--- src/rtl/control_sequencer_pkg.sv ---
// Shared CPU definitions: machine-state encodings and the stop-instruction prefix,
// used by the sequencer and the instruction decoder.
package control_sequencer_pkg;

  typedef enum logic [1:0] {
    ST_FETCH = 2'b00,
    ST_EXEC1 = 2'b10,
    ST_EXEC2 = 2'b01,
    ST_HALT  = 2'b11
  } seq_state_t;

  localparam logic [11:0] STP_OPCODE_PREFIX = 12'hF01;

  function automatic logic is_stp(input logic [15:0] instr, input logic [11:0] prefix);
    return instr[15:4] == prefix;
  endfunction

endpackage

--- src/rtl/control_sequencer.sv ---
// Instruction sequencer: owns the machine state and instruction register, handles
// memory stalls, stop-instruction halt, single-step and the retired-instruction count.
//
// state | meaning
// FETCH | latch ram_q into IR when memory is ready
// EXEC1 | first execute cycle; retire unless the decoder asks for EXEC2
// EXEC2 | second execute cycle of a two-cycle instruction; always retires
// HALT  | stopped after STP or single-step; waits for run
module control_sequencer
  import control_sequencer_pkg::*;
#(
  parameter logic [15:0] IR_RESET   = 16'h0000,
  parameter logic [11:0] STP_PREFIX = STP_OPCODE_PREFIX,
  parameter int          CNT_WIDTH  = 16
) (
  input  logic                 clk,
  input  logic                 rst_n,
  input  logic [15:0]          ram_q,
  input  logic                 sm_extra,
  input  logic                 stall,
  input  logic                 run,
  input  logic                 step_mode,
  output logic [1:0]           state,
  output logic [15:0]          instruction,
  output logic                 halted,
  output logic                 instr_done,
  output logic [CNT_WIDTH-1:0] retired
);

  seq_state_t  st;
  logic [15:0] ir;
  logic        retire;

  // Retire happens on the edge leaving EXEC1 without an EXEC2 request, or leaving EXEC2.
  assign retire = !stall && ((st == ST_EXEC1 && !sm_extra) || (st == ST_EXEC2));

  always_ff @(posedge clk or negedge rst_n) begin
    if (!rst_n) begin
      st      <= ST_FETCH;
      ir      <= IR_RESET;
      retired <= '0;
    end else begin
      case (st)
        ST_FETCH: begin
          if (!stall) begin
            ir <= ram_q;
            st <= ST_EXEC1;
          end
        end
        ST_EXEC1: begin
          if (!stall) begin
            if (sm_extra)                  st <= ST_EXEC2;
            else if (is_stp(ir, STP_PREFIX)) st <= ST_HALT;
            else                           st <= step_mode ? ST_HALT : ST_FETCH;
          end
        end
        ST_EXEC2: begin
          if (!stall) st <= step_mode ? ST_HALT : ST_FETCH;
        end
        ST_HALT: begin
          if (run) st <= ST_FETCH;
        end
        default: st <= ST_FETCH;
      endcase
      if (retire) retired <= retired + CNT_WIDTH'(1);
    end
  end

  assign state       = st;
  assign instruction = ir;
  assign halted      = (st == ST_HALT);
  assign instr_done  = retire;

endmodule
--- config.mk ---
export PLATFORM = sky130hd
export DESIGN_NAME = control_sequencer
export DESIGN_NICKNAME = d
export VERILOG_FILES = /design/src/rtl/control_sequencer_pkg.sv /design/src/rtl/control_sequencer.sv
export SDC_FILE = /design/constraint.sdc
export NUM_CORES = 1
export LEC_CHECK = 0
export ABC_AREA = 1
export ABC_CLOCK_PERIOD_IN_PS = 1710
export BUFFER_PORTS_ARGS = -buffer_cell sky130_fd_sc_hd__buf_2
export CORE_UTILIZATION = 40
export DETAILED_ROUTE_END_ITERATION = 16
export PLACE_DENSITY = 0.72
export SYNTH_ARGS = -nofsm -noshare
export SYNTH_HDL_FRONTEND = slang
export SYNTH_SLANG_ARGS = --single-unit
--- constraint.sdc ---
create_clock -name clk -period 1.71 [get_ports clk]
set_clock_uncertainty 0.15 [all_clocks]
set_input_delay 0.0855 -clock clk [delete_from_list [all_inputs] [get_ports clk]]
set_output_delay 0.0855 -clock clk [all_outputs]
set_load 0.1 [all_outputs]
Yosys cells after proc, flatten, opt, wreduce, memory -nomap -nowiden
Index checks and enable logic that the tools add are counted.

operators by class
  reduce and logical (&&, ||, !) cells = 8
  add/subtract/negate cells = 1
  magnitude comparators = 0
  mux-type cells = 8
  eq/ne operators = 8
  shift operators = 0
  bitwise logic cells = 1
  multipliers = 0
  div/mod/pow operators = 0

operators with widths
  cell                                                                   count
  16-bit by 1-bit adder with 16-bit output, second input constant        1
  2-bit two-way mux                                                      7
  12-bit equality test, second input constant                            1
  2-bit inequality test, second input constant                           4
  2-bit one-hot mux with 4 select lines                                  1
  2-bit equality test, second input constant                             2
  4-bit AND reduction                                                    1
  2-bit by 1-bit equality test with 1-bit output, second input constant  1
  1-bit logical AND                                                      2
  1-bit zero test                                                        2
  2-bit zero test                                                        1
  2-bit AND reduction                                                    1
  1-bit logical OR                                                       1
  1-bit inverter                                                         1

storage, ports and cells
  flip-flop bits (word level) = 34
  RAM bits = 0
  output and inout bits = 36
  input port bits = 22
  bits in latches = 0
  ROM bits = 0
  memories kept = 0
  word-level logic and storage cells = 29

Logic depth before layout (Yosys ltp)
  word-level depth = 5
  mapped depth = 9

Worst setup path after synthesis
No wires, ideal clock.

  kind = register to register
  start point = register st[0] (netlist: state[0])
  end point = register st[1] (netlist: state[1])
  setup time = 123 ps
  path slack = -751 ps
  data arrival time = 2187 ps
  stages on the path, launching flop included = 8
  data required time = 1437 ps
  cell sequence = dfrtp_1 nand2_1 inv_1 nand2_1 o21ai_0 nand2_1 nor2_1 a21oi_1

between the ends
  cells in the longest elaborated chain, start to end = 3
  elaborated cells between the ends (all ways) = 10
  those cells by class = eq/ne: 7; mux: 1; reduce/logical: 2

ends and longest elaborated chain
  what                             RTL line                 text
  from (decl)                      control_sequencer.sv:30  seq_state_t st;
  from (signal assigned)           control_sequencer.sv:54  else st <= step_mode ? ST_HALT : ST_FETCH;
  from (signal assigned)           control_sequencer.sv:58  if (!stall) st <= step_mode ? ST_HALT : ST_FETCH;
  2-bit equality test *            -
  via halted                       control_sequencer.sv:25  output logic halted,
  2-bit inequality test (no line)  -
  4-bit AND reduction (no line)    -

Mark *: on every way through the listed nets, which the timed path passes. The rest lies on a longest branch.
A chain may end at the register's enable or synchronous reset.

Worst setup path after layout
  start point = register st[1] (netlist: state[1])
  end point = output instr_done

between the ends
  cells in the longest elaborated chain, start to end = 4
  elaborated cells between the ends (all ways) = 5
  those cells by class = eq/ne: 2; reduce/logical: 3

ends and longest elaborated chain
  what                 RTL line                 text
  2-bit equality test  control_sequencer.sv:35  assign retire = !stall && ((st == ST_EXEC1 && !sm_extra) || (st == ST_EXEC2));
  1-bit logical AND    control_sequencer.sv:35
  1-bit logical OR *   control_sequencer.sv:35
  1-bit logical AND *  control_sequencer.sv:35
  to (decl)            control_sequencer.sv:26  output logic instr_done,

Mark *: on every way between the ends. The rest lies on a longest branch, timed or not.

==> results.yml <==
route:
  wire_per_inst_um: 12.5
  via_per_inst: 4.74
  final_antenna_net_count: 0
  first_iter_violations: 74
  drc: 0
  vias: 1612
  firstDrtPassIters: 4
  drt_wl_total_um: 4250
setup_path:
  path_class: "reg -> out"
  worstReg2RegEnd: "retired[8]$_DFFE_PN0P_"
  cp-startpoint: "state[1]$_DFFE_PN0P_"
  rrSetupSlack_ps: 100
  r2r-start: "state[1]$_DFFE_PN0P_"
  critPathRequiredTime_ps: 1470
  cp_max_fo: 5
  critPathLaunchType: "flop"
  cp.arrival_ps: 1410
  r2r_cells: 7
  crit_path_end: "instr_done"
  end_kind: "primary output"
layout:
  diodes: 0
  seqCellArea_um2: 882
  drive_gt1_share_pct: 39.0
  final_util_pct: 61.9
  multiInputGateArea_um2: 777
  fin_nets: 312
  areaGrowthSynthToFinish_pct: 45.6
  fillers: 346
outcome:
  status: "complete, no violations"
timing:
  min_period_ps: 1650
  worst_slew_pin_slew_ps: 501
  fin_crit_sh_pct: 96.4
  fmax_mhz: 607
  relSlewSlack_pct: 66.8
  drv_slew: 0
  setup_viol: 0
  hold_viol_final: 0
placement:
  place.gp.congestion: 0.914
  detailed_place_hpwl_um: 2950
  port_buffers: 57
synth:
  synth_cell_types: 24
  yosys.area_share.adder_pct: 0.725
  ys_seq_area_share_pct: 49.3
  synth_compound_area_share_pct: 5.00
  synth.area.mux_share_pct: 6.31
  synthXorXnorAreaFrac_pct: 4.06
  synth_top_cell_area_share_pct: 49.3
  netlist_instances: 203
  synth-seq-cells: 34
  synthTopCellsByArea: "dfrtp_1, nand2_1, nor2_1, inv_1, mux2_2"
  synthSimpleGateAreaFrac_pct: 28.0
  yosys.area.top_type: "dfrtp_1"
  synth-warning-count: 0
  syn-num-nets: 226
  synth_top_family_by_area: "simple AND/OR/NAND/NOR gates"
  synth_area_per_cell_um2: 8.50
  synthesis.area_mm2: 0.00173
global_routing:
  grt_pass1_vias: 1579
  grt_antenna_before_repair: 0
  grt_pass1_wl_um: 6910
  track_usage_pct: 20.7
  grt_overflow: 0
  grt_max_degree: 24
clocking:
  cts_root_buffer: "clkbuf_8"
  insertion_delay_ps: 290
  clock_sinks: 34
  clockBufferDepth: 2
  cts_tree: "done"
  numCtsBuffers: 5
  cts.htree.levels: 2
  clk_pin_slew_ps: 70
floorplan:
  dieArea_mm2: 0.00458
  initial_core_util_pct: 42.5
  coreArea_mm2: 0.00406
  die_x_um: 67.7
  die_height_um: 67.7
  ios: 58
  rows: 23
hold_path:
  hold_class: "in -> reg"
job:
  max_cap_violations: 0
## cell type report
class / count / area share, %
inverter: 23 / 3.59
multi-input combinational: 143 / 30.9
sequential: 34 / 35.1
tap: 50 / 2.49
clock buffer: 6 / 3.29
timing repair buffer: 82 / 22.2
clock inverter: 2 / 2.39
## cell families after synthesis
family	count (synthesis)
AND/OR/NAND/NOR	110
flip-flops	34
buffers and inverters	26
AO/OA/AOI/OAI	15
multiplexers	9
XOR/XNOR	8
adder cells (fa/ha/maj)	1
## what timing repair did
action | in CTS | in global routing
hold endpoints to repair | 51 | 0
buffers inserted | 1 | 1
gates resized for setup | 0 | 1
hold buffers | 18 | 0
setup endpoints to repair | 1 | 3
pin swaps | 1 | 0
## Yosys cell counts
cell,count
a21oi_4,1
o21ai_1,2
mux2_2,7
nor2_2,2
ha_1,1
nor3_1,4
inv_2,1
o21ai_0,3
nand3b_1,1
buf_6,2
nand4_1,4
inv_1,22
nand2_2,4
nand3_1,11
mux2_4,2
nand2_4,1
a21oi_1,9
buf_2,1
xnor2_1,3
xor2_1,5
dfrtp_1,34
nand2_1,56
nor2_4,2
nor2_1,25
## flip-flops by register name, summed over array words and instances (netlist names)
| signal | flops |
|---|---|
| instruction | 16 |
| retired | 16 |
| state | 2 |
## worst max-delay path, stage by stage (launching register included)
cell	delay [ps]
dfrtp_4	510
inv_2	100
nand2_1	130
a21oi_4	180
buf_12	190
## how the worst min path moves through the flow
stage / startpoint / to / slack (ps) / cells after the start
4_1_cts: step_mode / state[0]$_DFFE_PN0P_ / 20 / 5
2_1_floorplan: rst_n / instruction[0]$_DFFE_PN0P_ / -360 / 0
6_report: step_mode / state[0]$_DFFE_PN0P_ / 30 / 5
5_1_grt: step_mode / state[0]$_DFFE_PN0P_ / 70 / 5
3_3_place_gp: rst_n / instruction[3]$_DFFE_PN0P_ / -130 / 1
3_5_place_dp: rst_n / instruction[3]$_DFFE_PN0P_ / -130 / 1
## cell usage in the layout, fill, tap and decap left out, types with 2 or more instances in the layout
cell type | netlist | routed
dfrtp_1 | 34 | 17
nand2_4 | 1 | 2
buf_4 | 0 | 5
nor2_4 | 2 | 2
mux2_2 | 7 | 7
a21oi_1 | 9 | 9
nand4_1 | 4 | 4
dfrtp_2 | 0 | 13
inv_1 | 22 | 21
xnor2_1 | 3 | 3
o21ai_1 | 2 | 2
bufinv_16 | 0 | 2
nor2_1 | 25 | 25
nand2_2 | 4 | 4
dlygate4sd3_1 | 0 | 18
nand2_1 | 56 | 55
buf_12 | 0 | 3
mux2_4 | 2 | 2
o21ai_0 | 3 | 2
clkbuf_8 | 0 | 6
nor3_1 | 4 | 3
nor2_2 | 2 | 2
nand3_1 | 11 | 11
dfrtp_4 | 0 | 4
xor2_1 | 5 | 5
buf_2 | 1 | 56
## metrics by stage
| step | instances | setup slack [ps] | setup TNS [ps] | area, um^2 | hold WS (ps) |
|---|---|---|---|---|---|
| 2_1_floorplan | 203 | -202 | -357 | 1780 | -360 |
| 3_3_place_gp | 312 | 198 | 0 | 2160 | -133 |
| 3_5_place_dp | 312 | 138 | 0 | 2160 | -135 |
| 4_1_cts | 339 | 23.0 | 0 | 2490 | 24.1 |
| 5_1_grt | 340 | -0.0301 | -0.0301 | 2510 | 70.7 |
| 6_report | 340 | 62.0 | 0 | 2510 | 28.8 |
## layer usage
layer | global-route usage (%) | share of wire [%]
met1 | 25.8 | 45
met2 | 33.8 | 49
met3 | 3.55 | 3.0
met4 | 11.2 | 3.0
met5 | 0 | 0
Power is left out: the tool's default activity adds up to more than one toggle a clock period on the data nets, which glitch-free logic cannot reach.
